## src/rtl/clk_div_pkg.sv

```systemverilog
// Shared types and constants for the programmable clock-divider bank.
// calc_div returns the terminal-count value that gives a 50% div_clk at f_out.
package clk_div_pkg;

  localparam int CNT_W_DEF = 32;
  localparam int unsigned DEFAULT_DIV_1HZ_100M = 49_999_999;

  typedef logic [CNT_W_DEF-1:0] cnt_t;

  // div_clk period is 2*(div+1) input cycles; a zero f_out saturates to the slowest rate
  function automatic cnt_t calc_div(input longint unsigned f_in,
                                    input longint unsigned f_out);
    longint unsigned q;
    if (f_out == 0) return '1;
    q = f_in / (2 * f_out);
    return (q == 0) ? '0 : cnt_t'(q - 1);
  endfunction

endpackage

```

## src/rtl/clk_div_chan.sv

```systemverilog
// One divider channel: free counter, shadow/active divisor pair, tick strobe
// and toggling div_clk. Divisor changes land only at terminal count or sync.
module clk_div_chan import clk_div_pkg::*; #(
  parameter int               CNT_W       = CNT_W_DEF,
  parameter logic [CNT_W-1:0] DEFAULT_DIV = CNT_W'(DEFAULT_DIV_1HZ_100M)
) (
  input  logic             clk,
  input  logic             rst_n,
  input  logic             en,
  input  logic             sync,
  input  logic             wr,
  input  logic [CNT_W-1:0] wdata,
  output logic             div_clk,
  output logic             tick
);

  logic [CNT_W-1:0] cnt, active_div, shadow_div, next_div;
  logic             tc;

  assign tc       = en && (cnt == active_div);
  // A write coinciding with TC or sync feeds the next period directly
  assign next_div = wr ? wdata : shadow_div;

  always_ff @(posedge clk or negedge rst_n) begin
    if (!rst_n) begin
      cnt        <= '0;
      active_div <= DEFAULT_DIV;
      shadow_div <= DEFAULT_DIV;
      div_clk    <= 1'b0;
      tick       <= 1'b0;
    end else begin
      if (wr) shadow_div <= wdata;
      if (sync) begin
        cnt        <= '0;
        div_clk    <= 1'b0;
        tick       <= 1'b0;
        active_div <= next_div;
      end else if (tc) begin
        cnt        <= '0;
        tick       <= 1'b1;
        div_clk    <= ~div_clk;
        active_div <= next_div;
      end else begin
        tick <= 1'b0;
        if (en) cnt <= cnt + CNT_W'(1);
      end
    end
  end

endmodule

```

## src/rtl/clk_div_bank.sv

```systemverilog
// NUM_CH independent programmable dividers sharing one config write port
// and a global phase-align sync.
module clk_div_bank import clk_div_pkg::*; #(
  parameter int               NUM_CH      = 4,
  parameter int               CNT_W       = CNT_W_DEF,
  parameter logic [CNT_W-1:0] DEFAULT_DIV = CNT_W'(DEFAULT_DIV_1HZ_100M),
  localparam int              CH_W        = $clog2(NUM_CH)
) (
  input  logic              clk,
  input  logic              rst_n,
  input  logic [NUM_CH-1:0] en,
  input  logic              sync,
  input  logic              cfg_wr,
  input  logic [CH_W-1:0]   cfg_ch,
  input  logic [CNT_W-1:0]  cfg_div,
  output logic              cfg_err,
  output logic [NUM_CH-1:0] div_clk,
  output logic [NUM_CH-1:0] tick
);

  logic [NUM_CH-1:0] wr_ch;
  logic              bad_ch;

  // One extra bit so NUM_CH itself is representable when it is a power of two
  assign bad_ch = ({1'b0, cfg_ch} >= (CH_W+1)'(NUM_CH));

  always_ff @(posedge clk or negedge rst_n) begin
    if (!rst_n) cfg_err <= 1'b0;
    else        cfg_err <= cfg_wr && bad_ch;
  end

  for (genvar i = 0; i < NUM_CH; i++) begin : g_ch
    assign wr_ch[i] = cfg_wr && (cfg_ch == CH_W'(i));

    clk_div_chan #(
      .CNT_W       (CNT_W),
      .DEFAULT_DIV (DEFAULT_DIV)
    ) u_chan (
      .clk     (clk),
      .rst_n   (rst_n),
      .en      (en[i]),
      .sync    (sync),
      .wr      (wr_ch[i]),
      .wdata   (cfg_div),
      .div_clk (div_clk[i]),
      .tick    (tick[i])
    );
  end

endmodule

```

## config.mk

```make
export PLATFORM = sky130hd
export DESIGN_NAME = clk_div_bank
export DESIGN_NICKNAME = d
export VERILOG_FILES = /design/src/rtl/clk_div_pkg.sv /design/src/rtl/clk_div_chan.sv /design/src/rtl/clk_div_bank.sv
export SDC_FILE = /design/constraint.sdc
export NUM_CORES = 1
export LEC_CHECK = 0
export CELL_PAD_IN_SITES_DETAIL_PLACEMENT = 2
export CELL_PAD_IN_SITES_GLOBAL_PLACEMENT = 2
export CORE_MARGIN = 2
export CORE_UTILIZATION = 39
export DETAILED_ROUTE_END_ITERATION = 10
export PLACE_DENSITY = 0.72
export SYNTH_ARGS = -nofsm -noshare
export SYNTH_HDL_FRONTEND = slang
export SYNTH_SLANG_ARGS = --single-unit
export TNS_END_PERCENT = 5
```

## constraint.sdc

```tcl
create_clock -name clk -period 2.4 [get_ports clk]
set_input_delay 0.48 -clock clk [delete_from_list [all_inputs] [get_ports clk]]
set_output_delay 0.48 -clock clk [all_outputs]
set_load 0.005 [all_outputs]
```

==> summary.md, run 1 <==
| Metric | Value |
|---|---|
| Port-buffer cells | 49 |
| Die Wd | between 200 and 250 um |
| Dominant register cell in the synthesized netlist | dfrtp_1 |
| Worst Setup End Kind | flip-flop |
| Clock root buffer master | clkbuf_16 |
| Post-Route WL | 52.3 mm |
| Count of endpoints failing hold in the final timing report | 0 |
| Post-route fraction of the period consumed by the critical path | 1.06 |
| Crit-path leading delay family | simple AND/OR/NAND/NOR gates |
| Fraction of registers with async set or reset after synthesis | 1.00 |
| CP max-delay cell | dfstp_2 |
| Critical path required time | 2.85 ns |
| Sinks on Clock Net | 392 |
| Vias in the first global route | 13400 |
| Sequential element share of the synthesized area | 0.564 |
| TritonCTS clock tree | done |
| Number of filler instances in the final layout | 4411 |
| Post-layout minimum cycle time | 2.54 ns |
| First-pass GRT wire length | 82.2 mm |
| Sequence of cells on the critical path | xor2_1 -> nor4_1 -> buf_4 -> nand3_2 -> or4_4 -> nand2b_4 -> buf_12 -> mux2_4 |
| Internal power | 13.2 mW |
| Kind of start point of the critical path | flip-flop |
| Mean post-synth cell area | 12.6 sq um |
| Synthesized cell area | 17700 sq um |
| Clock power frac | 0.386 |
| TritonRoute pass-1 iters | 4 |
| Register bit total from synthesis | ~390 |
| Max FO, Critical Path | 10 |
| Library cell with the largest summed area after synthesis | dfrtp_1 |
| Number of buffers created by CTS | 44 |
| Combined buffer and inverter count along the critical path | 2 |
| Top post-synthesis cells by count | mux2_2, dfrtp_1, nor2_1, dfstp_2, xor2_1 |
| Iteration-0 DRC count of the detailed router | 502 |
| Worst clock skew | 0.0212 ns |
| Floorplan die height | ~220 um |
| Worst path max stage delay | slightly below 0.6 ns |
| Maximum number of buffers from clock root to sink | 3 |
| Smallest setup slack after layout | -0.138 ns |
| Worst IR Drop VDD | 0.452 mV |
| Violated checks | negative setup slack |
| Number of distinct library cells after synthesis | 44 |
| Synth Instances | 1405 |
| Via-per-instance ratio | 5.18 |
| Final Setup Violations | 52 |
| Combinational fraction of design power | 0.136 |
| Count of pins on the block boundary | 51 |
| Number of nets at the end of the flow | 1606 |
| Clock-pin slew on the worst setup and hold paths | around 0.060 ns |
| Sum of overflow across all layers after global routing | 0 |
| Share of post-route cells with drive strength above 1 | 0.383 |
| Slew at the pin closest to its max-slew limit | 0.612 ns |
| Number of enable-type register cells in the synthesized netlist | 0 |
| Overall power after layout | 17.9 mW |
| Mean routed wirelength per cell | 23.8 um |
| Power share of the sequential group | 0.478 |
| Overall track demand over capacity in global routing | 0.230 |
| Syn Nets | 1451 |
| Proportion of netlist area held by the largest area contributor | 0.351 |
| Sw Share | 0.259 |
| Die area | about 47000 sq um |
| Max Clock Freq | 394 MHz |
| Synth top area cells | dfrtp_1, dfstp_2, mux2_2, xor2_1, xnor2_1 |
| Count leader, synth | mux2_2 |
| Tightest slew margin relative to the limit | 0.591 |
| YS warnings | 0 |
| Worst-skew pair later-pin latency | 0.58 ns |
| Gpl congestion | roughly 0.80 |
| Count of vias placed by the detailed router | 11400 |
| Final HPWL from detailed placement | 35.7 mm |
| Power density of the placed cells | 836 nW/um^2 |
| Data arrival time of the worst path | 2.99 ns |
| Number of max-capacitance violations reported | 0 |
| Pin count of the biggest net entering global routing | 58 |
| DRC violation count after routing | 0 |
| Leak pwr | roughly 9 nW |
| NetSw | 4.64 mW |
| Slew Viols, Final | 0 |
| Post-synthesis to final-layout area growth | 20.7% |
| Run status | complete, but fails checks |
| Remaining antenna violation count | 0 |
| Critical setup path kind | reg2reg |
| Number of cell rows | 78 |
| Count of H-tree levels built during CTS | 2 |
| Placement-stage worst setup slack | -0.165 ns |
| Antenna violations before repair | 9 |
| Worst hold path type | in2async |
| Core area | roughly 45000 sq um |
| Initial standard-cell utilization of the core | 0.393 |
| RSZ-0062 raised after global routing | true |
## final cells by class
type | count | area (sq um) | area share
flip-flops and latches | 392 | 9990 | 0.468
inverters | 12 | 45.0 | 0.00211
clock inverters | 16 | 191 | 0.00896
diodes | 2 | 5.00 | 0.000234
clock buffers | 66 | 1270 | 0.0596
repair buffers | 172 | 1710 | 0.0799
well taps | 600 | 751 | 0.0351
multi-input cells | 938 | 7410 | 0.347
## routing by layer
| metal | up-vias | wire length [um] | GRT usage | share of wire |
|---|---|---|---|---|
| met5 | - | 0 | 0 | 0 |
| met4 | 0 | 1600 | 0.0767 | 0.031 |
| met3 | 76 | 2250 | 0.0300 | 0.043 |
| met2 | 190 | 26700 | 0.404 | 0.51 |
| met1 | 6030 | 21700 | 0.293 | 0.42 |
| li1 | 5096 | - | - | - |
## placed cells by master (no fill, tap or decap), types with 3 or more instances in the layout
master,netlist,routed
nand3b_1,3,3
mux2_4,0,18
xnor2_1,104,103
clkbuf_16,0,47
and3_1,10,10
and4_1,15,15
dfstp_2,144,144
clkinv_2,0,8
nand4_1,47,47
nand2_1,51,51
nand3_1,51,49
nor3_1,14,13
bufinv_16,0,3
nor2_1,158,158
nor4_1,23,18
clkbuf_1,18,13
buf_4,13,100
clkdlybuf4s50_1,0,48
inv_1,12,12
o21ai_0,7,6
a21oi_1,9,9
mux2_2,253,237
and2_1,8,8
xor2_1,141,140
nor4_2,1,6
clkbuf_8,0,9
buf_12,3,18
nand2b_1,16,13
dfrtp_1,248,248
ha_1,4,4
o2111ai_1,3,3
## registers in the layout (all words and copies together) (netlist names)
| register | cells |
|---|---|
| g_ch.u_chan.active_div | 128 |
| g_ch.u_chan.cnt | 128 |
| g_ch.u_chan.shadow_div | 128 |
| g_ch.u_chan.div_clk | 4 |
| g_ch.u_chan.tick | 4 |
## final timing paths
path                       slack [ns]  depth (start not counted)                            end                           from
max                             -0.14                          8  g_ch[3].u_chan.active_div[28]  g_ch[3].u_chan.active_div[20]
min                              0.43                          2         g_ch[2].u_chan.cnt[23]                          rst_n
max reg2reg                     -0.14                          8  g_ch[3].u_chan.active_div[28]  g_ch[3].u_chan.active_div[20]
min reg2reg                      0.49                          1  g_ch[1].u_chan.shadow_div[29]  g_ch[1].u_chan.shadow_div[29]
max in group asynchronous        1.15                          3  g_ch[2].u_chan.active_div[14]                          rst_n
min in group clk                 0.49                          1  g_ch[1].u_chan.shadow_div[29]  g_ch[1].u_chan.shadow_div[29]
## power groups by stage
stage / Clock, mW / Sequential, mW / Combinational [mW]
6_report: 6.90 / 8.55 / 2.43
5_1_grt: 7.34 / 8.67 / 2.65
4_1_cts: 7.11 / 8.56 / 2.39
3_5_place_dp: 0 / 8.64 / 2.30
3_3_place_gp: 0 / 8.57 / 2.16
2_1_floorplan: 0 / 8.35 / 1.51
## kinds of logic (layout without fill, tap and decap cells)
family | Yosys count | after routing | share of synthesized area
AND/OR/NAND/NOR | 407 | 407 | 0.114
AO/OA/AOI/OAI | 25 | 25 | 0.00898
buffers and inverters | 75 | 266 | 0.0260
other | 1 | 3 | 0.000212
flip-flops | 392 | 392 | 0.564
multiplexers | 256 | 256 | 0.163
XOR/XNOR | 245 | 245 | 0.121
adder cells (fa/ha/maj) | 4 | 4 | 0.00283
## what timing repair did
| item | 4_1_cts | 5_1_grt |
|---|---|---|
| pin swaps | 2 | 6 |
| setup endpoints to repair | 69 | 118 |
| gates cloned | 0 | 3 |
| hold endpoints to repair | 26 | 0 |
| hold buffers | 1 | 0 |
| gates resized for setup | 13 | 19 |
| setup buffers | 0 | 3 |
## stage by stage
step / area [sq um] / hold slack, ns / cells / utilization / setup TNS (ns)
2_1_floorplan: 17700 / 0.184 / 1405 / - / 0
3_3_place_gp: 19600 / 0.424 / 2107 / 0.436 / -3.61
3_5_place_dp: 19600 / 0.428 / 2107 / 0.436 / -9.17
4_1_cts: 21200 / 0.414 / 2190 / 0.470 / -1.92
5_1_grt: 21400 / 0.440 / 2196 / 0.474 / -8.64
6_report: 21400 / 0.426 / 2198 / 0.474 / -4.19
(Power assumes the default switching activity.)
==> run 2, diff against run 1 <==
--- a/config.mk
+++ b/config.mk
@@ -7,9 +7,9 @@
 export LEC_CHECK = 0
 export CELL_PAD_IN_SITES_DETAIL_PLACEMENT = 2
 export CELL_PAD_IN_SITES_GLOBAL_PLACEMENT = 2
-export CORE_MARGIN = 2
 export CORE_UTILIZATION = 39
 export DETAILED_ROUTE_END_ITERATION = 10
+export GPL_TIMING_DRIVEN = 0
 export PLACE_DENSITY = 0.72
 export SYNTH_ARGS = -nofsm -noshare
 export SYNTH_HDL_FRONTEND = slang
==> summary.md, run 2 (synthesis results as in run 1) <==
| Metric | Value |
|---|---|
| Pin count of the biggest net entering global routing | 120 |
| Count of H-tree levels built during CTS | 2 |
| R2r setup slk | -0.11 ns |
| Leak pwr | about 9 nW |
| Leading cell type in the layout, fill and taps excluded | dfrtp_1 |
| Number of buffers created by CTS | between 40 and 50 |
| Count of vias placed by the detailed router | around 11000 |
| Tightest slew margin relative to the limit | 0.461 |
| Total negative slack for setup checks | -3.17 ns |
| Critical path required time | 2.84 ns |
| Maximum number of buffers from clock root to sink | 3 |
| Via-per-instance ratio | 5.19 |
| TritonRoute pass-1 iters | 4 |
| Number of cell rows | 77 |
| Overall power after layout | 17.4 mW |
| Antenna violations before repair | 7 |
| Data arrival time of the worst path | approximately 3 ns |
| Count of endpoints failing hold in the final timing report | 0 |
| Port-buffer cells | 48 |
| Slew Viols, Final | 0 |
| Number of max-capacitance violations reported | 0 |
| Initial standard-cell utilization of the core | 0.398 |
| Post-Route WL | 49.3 mm |
| Worst hold path type | in2reg |
| Worst-skew pair later-pin latency | 0.56 ns |
| First-pass GRT wire length | 76.5 mm |
| DRC violation count after routing | 0 |
| Post-layout minimum cycle time | approximately 2.5 ns |
| Sinks on Clock Net | 392 |
| Final Setup Violations | around 80 |
| Mean routed wirelength per cell | 23.1 um |
| Max Clock Freq | around 400 MHz |
| Vias in the first global route | around 13000 |
| Clock-pin slew on the worst setup and hold paths | 0.06 ns |
| Post-route fraction of the period consumed by the critical path | 1.04 |
| Smallest setup slack after layout | -0.108 ns |
| Floorplan die height | 215 um |
| Remaining antenna violation count | 0 |
| Biggest regs | g_ch.u_chan.active_div: 128 flops, g_ch.u_chan.cnt: 128 flops, g_ch.u_chan.shadow_div: 128 flops |
| CP max-delay cell | or4_4 |
| Die area | between 40000 and 50000 sq um |
| Critical setup path kind | reg2reg |
| Die Wd | 215 um |
| Worst IR Drop VDD | around 0.71 mV |
| Slew at the pin closest to its max-slew limit | 0.808 ns |
| Number of diodes added for antenna fixing | 0 |
| Clock root buffer master | clkbuf_16 |
| Count of pins on the block boundary | between 50 and 60 |
| Number of nets at the end of the flow | 1559 |
| Overall track demand over capacity in global routing | 0.217 |
| Violated checks | negative setup slack |
| Core area | 44500 sq um |
| Worst path max stage delay | 0.57 ns |
| TritonCTS clock tree | done |
| Post-synthesis to final-layout area growth | 18.6% |
| Commonest cells after routing, fill and taps aside | dfrtp_1, mux2_2, nor2_1 |
| Sequence of cells on the critical path | xor2_1 -> nor4_2 -> nand4_1 -> or4_4 -> nand2b_2 -> buf_8 -> buf_12 -> mux2_2 |
| Iteration-0 DRC count of the detailed router | 473 |
| RSZ-0062 raised after global routing | true |
| Sum of overflow across all layers after global routing | 0 |
| Run status | complete, but fails checks |
| Kind of start point of the critical path | flip-flop |
| Worst clock skew | 0.0150 ns |
| Worst Setup End Kind | flip-flop |
| Max FO, Critical Path | 10 |
| Share of post-route cells with drive strength above 1 | 0.363 |
| Gpl congestion | roughly 0.77 |
| Power density of the placed cells | 829 nW/um^2 |
| Final HPWL from detailed placement | approximately 34 mm |
run 2: cell types whose count changed in the layout (fill, tap and decap cells not counted), moves of 6 or more:
cell      delta
buf_4       -75
clkbuf_1    +17
mux2_2       -9
buf_12       -8
buf_6        +8
mux2_4       +7
nor4_1       -7
xnor2_1      -6
xnor2_2      +6
run 2: worst paths after layout:
kind                                               start                             to  cells past startpoint
max in group asynchronous                          rst_n          g_ch[0].u_chan.cnt[9]                      4
hold / removal                                     en[3]          g_ch[3].u_chan.cnt[0]                      3
setup / recovery            g_ch[3].u_chan.active_div[9]  g_ch[3].u_chan.active_div[27]                      8
setup reg to reg            g_ch[3].u_chan.active_div[9]  g_ch[3].u_chan.active_div[27]                      8
hold reg to reg            g_ch[1].u_chan.shadow_div[28]  g_ch[1].u_chan.shadow_div[28]                      1
min in group asynchronous                          rst_n         g_ch[2].u_chan.cnt[21]                      2
run 2: power by group:
part | switching, mW | internal (mW)
Clock | 2.73 | 3.79
Combinational | 1.12 | 1.27
Sequential | 0.581 | 7.93
Total | 4.43 | 13.0
run 2: what timing repair did:
action	CTS	global route
setup buffers	6	6
pin swaps	11	11
gates resized for setup	53	64
endpoints found under the setup margin	259	220
cloned	0	1
hold endpoints to repair	50	0
hold buffers	1	0
run 2: metrics by stage:
stage | instance area (sq um) | instances | setup slack [ns] | utilization | hold WS (ns)
floorplan | 17700 | 1405 | 0.0923 | - | 0.184
global placement | 18900 | 2045 | -16.60 | 0.425 | 0.474
detailed placement | 19000 | 2048 | -1.25 | 0.427 | 0.481
CTS | 20700 | 2133 | -0.145 | 0.465 | 0.362
global route | 21000 | 2139 | -0.206 | 0.472 | 0.436
finish | 21000 | 2139 | -0.108 | 0.472 | 0.378
run 2: cell type report:
cell class,count,area (sq um)
buffer,60,559
clock buffer,69,1290
clock inverter,11,91.3
fill,4409,23500
inverter,12,45.0
multi-input combinational,938,7590
sequential,392,9990
tap,592,741
timing repair buffer,65,693
run 2: routing by layer:
metal  GRT usage  part of all wire
met5           0                 0
met4      0.0598             0.021
met1       0.293              0.45
met2       0.365              0.49
met3      0.0309             0.041
run 2: worst max-delay path: cells and delay by family (launching register included):
kind,cells,cell delay (ns)
and+or+nand+nor,4,1.18
buffers and inverters,2,0.28
muxes,1,0.33
DFF,1,0.41
xor gates and xnor gates,1,0.18
==> run 3, diff against run 2 <==
--- a/config.mk
+++ b/config.mk
@@ -7,10 +7,12 @@
 export LEC_CHECK = 0
 export CELL_PAD_IN_SITES_DETAIL_PLACEMENT = 2
 export CELL_PAD_IN_SITES_GLOBAL_PLACEMENT = 2
+export CORE_ASPECT_RATIO = 0.9
 export CORE_UTILIZATION = 39
 export DETAILED_ROUTE_END_ITERATION = 10
 export GPL_TIMING_DRIVEN = 0
 export PLACE_DENSITY = 0.72
+export SLEW_MARGIN = 0
 export SYNTH_ARGS = -nofsm -noshare
 export SYNTH_HDL_FRONTEND = slang
 export SYNTH_SLANG_ARGS = --single-unit
==> constraint.sdc (replaced) <==
create_clock -name clk -period 2.4 [get_ports clk]
set_input_delay 0.36 -clock clk [delete_from_list [all_inputs] [get_ports clk]]
set_output_delay 0.36 -clock clk [all_outputs]
set_load 0.005 [all_outputs]
==> summary.md, run 3 (synthesis results as in run 1) <==
| Metric | Value |
|---|---|
| Worst hold path type | in2reg |
| Post-layout minimum cycle time | 2.52 ns |
| Gpl congestion | 0.795 |
| Count of cells along the worst register-to-register path | 8 |
| Kind of start point of the critical path | flip-flop |
| Clock root buffer master | clkbuf_16 |
| Area of combinational cells with multiple inputs | about 7600 sq um |
| R2r setup slk | -0.12 ns |
| Maximum number of buffers from clock root to sink | 3 |
| TritonRoute pass-1 iters | 4 |
| Final Setup Violations | 51 |
| Tightest slew margin relative to the limit | 0.539 |
| Port-buffer cells | 48 |
| Count of endpoints failing hold in the final timing report | 0 |
| Critical path required time | 2.85 ns |
| Pin count of the biggest net entering global routing | 98 |
| First-pass GRT wire length | just under 80 mm |
| Flip-flop and latch area | roughly 10000 sq um |
| Number of cell rows | 73 |
| Max Clock Freq | 397 MHz |
| Slew Viols, Final | 0 |
| RSZ-0062 raised after global routing | true |
| CP max-delay cell | dfstp_2 |
| DRC violation count after routing | 0 |
| Worst path max stage delay | 0.57 ns |
| Initial standard-cell utilization of the core | 0.398 |
| Number of filler instances in the final layout | 4319 |
| Post-Route WL | 51.1 mm |
| CP endpoint | g_ch[3].u_chan.active_div[26] |
| Count of H-tree levels built during CTS | 2 |
| Post-synthesis to final-layout area growth | 19.6% |
| Number of cells traversed by the worst hold path | 3 |
| Overall track demand over capacity in global routing | 0.229 |
| Mean routed wirelength per cell | 23.8 um |
| Overall power after layout | 18.1 mW |
| Total negative slack for setup checks | -2.94 ns |
| Floorplan die height | 204 um |
| Max FO, Critical Path | 10 |
| Post-route fraction of the period consumed by the critical path | 1.05 |
| Placement-stage worst setup slack | -1.34 ns |
| Worst flop-to-flop path startpoint | g_ch[3].u_chan.active_div[20] |
| Iteration-0 DRC count of the detailed router | 492 |
| Power density of the placed cells | 855 nW/um^2 |
| Via-per-instance ratio | 5.19 |
| Critical path origin | g_ch[3].u_chan.active_div[20] |
| Total placed instance area | 19100 sq um |
| Count of pins on the block boundary | 51 |
| Data arrival time of the worst path | 2.97 ns |
| Sequence of cells on the critical path | xor2_1 -> nor4_2 -> nand3_1 -> or4_4 -> nand2b_4 -> buf_12 -> buf_12 -> mux2_4 |
| Commonest cells after routing, fill and taps aside | dfrtp_1, mux2_2, nor2_1 |
| Worst Setup End Kind | flip-flop |
| Clock-pin slew on the worst setup and hold paths | 0.06 ns |
| Number of diodes added for antenna fixing | 0 |
| Vias in the first global route | around 13000 |
| Smallest setup slack after layout | -0.116 ns |
| Final standard cell area without fillers | 21200 sq um |
| Core area | roughly 44000 sq um |
| Combined buffer and inverter count along the critical path | 2 |
| Slew at the pin closest to its max-slew limit | roughly 0.69 ns |
| Biggest regs | g_ch.u_chan.active_div: 128 flops, g_ch.u_chan.cnt: 128 flops, g_ch.u_chan.shadow_div: 128 flops |
| Number of nets at the end of the flow | 1560 |
| Die Wd | 227 um |
| Share of post-route cells with drive strength above 1 | 0.368 |
| Worst-skew pair later-pin latency | approximately 0.57 ns |
| Crit-path leading delay family | simple AND/OR/NAND/NOR gates |
| Worst clock skew | 0.0206 ns |
| Sum of overflow across all layers after global routing | 0 |
| Violated checks | negative setup slack |
| Critical Path Stages | 8 |
| Run status | complete, but fails checks |
| Destination of the worst register-to-register timing path | g_ch[3].u_chan.active_div[26] |
| Sinks on Clock Net | 392 |
| Die area | around 46000 sq um |
| Leak pwr | between 8 and 9 nW |
| Hold Worst Slack | 0.230 ns |
| Dominant cell type by count on the critical path | buf_12 |
| Count of vias placed by the detailed router | 11100 |
| TritonCTS clock tree | done |
| Remaining antenna violation count | 0 |
| Critical setup path kind | reg2reg |
| Antenna violations before repair | 5 |
| Leading cell type in the layout, fill and taps excluded | dfrtp_1 |
| Number of buffers created by CTS | 43 |
| Number of max-capacitance violations reported | 0 |
| Worst IR Drop VDD | 0.387 mV |
| Final HPWL from detailed placement | between 30 and 40 mm |
## run 3: cell types whose count changed in the layout (fill, tap and decap cells not counted), moves of 3 or more
cell / change
bufinv_16: +4
dfrtp_2: +6
xnor2_2: -7
mux2_4: +28
xnor2_1: +7
mux2_2: -25
mux2_1: -3
buf_4: +5
dfrtp_1: -6
clkbuf_1: -8
## run 3: routing by layer
| metal | vias up | routed length [um] | part of all wire | GRT usage |
|---|---|---|---|---|
| met4 | 4 | 1740 | 0.034 | 0.0871 |
| met3 | 89 | 1770 | 0.035 | 0.0361 |
| met1 | 5883 | 23000 | 0.45 | 0.307 |
| li1 | 5015 | - | - | - |
| met5 | - | 20 | 0.00039 | 0 |
| met2 | 148 | 24600 | 0.48 | 0.374 |
## run 3: worst min-delay path by stage
stage,start,to,slack (ns)
2_1_floorplan,rst_n,g_ch[0].u_chan.active_div[10],0.06
3_3_place_gp,g_ch[3].u_chan.shadow_div[18],g_ch[3].u_chan.shadow_div[18],0.47
4_1_cts,en[3],g_ch[3].u_chan.cnt[0],0.20
3_5_place_dp,rst_n,g_ch[3].u_chan.cnt[21],0.29
6_report,en[3],g_ch[3].u_chan.cnt[0],0.23
5_1_grt,en[3],g_ch[3].u_chan.cnt[1],0.25
## run 3: metrics by stage
| step | std cells | util |
|---|---|---|
| 2_1_floorplan | 1405 | - |
| 3_3_place_gp | 2053 | 0.426 |
| 3_5_place_dp | 2057 | 0.428 |
| 4_1_cts | 2146 | 0.472 |
| 5_1_grt | 2147 | 0.476 |
| 6_report | 2147 | 0.476 |
## run 3: layout make-up
| type | count | share of cell area |
|---|---|---|
| Tap cell | 600 | 0.0355 |
| Sequential cell | 392 | 0.472 |
| Buffer | 59 | 0.0248 |
| Multi-Input combinational cell | 938 | 0.361 |
| Clock buffer | 65 | 0.0616 |
| Inverter | 12 | 0.00213 |
| Clock inverter | 13 | 0.00898 |
| Timing Repair Buffer | 68 | 0.0339 |
## run 3: report_power, final
group	switching [mW]	leakage [nW]	internal [mW]	total, mW
Sequential	0.641	4.72	7.93	8.57
Clock	2.79	0.738	4.28	7.08
Combinational	1.13	3.45	1.33	2.46
## run 3: what timing repair did
| action | in CTS | in global routing |
|---|---|---|
| pin swaps | 23 | 3 |
| hold endpoints to repair | 41 | 0 |
| hold buffers | 1 | 0 |
| endpoints found under the setup margin | 253 | 220 |
| gates resized for setup | 89 | 51 |
| setup buffers | 13 | 2 |
## run 3: worst min-delay path: stages
cell and delay, ns:
clkbuf_1 0.21, nand2b_1 0.13, o21ai_0 0.06
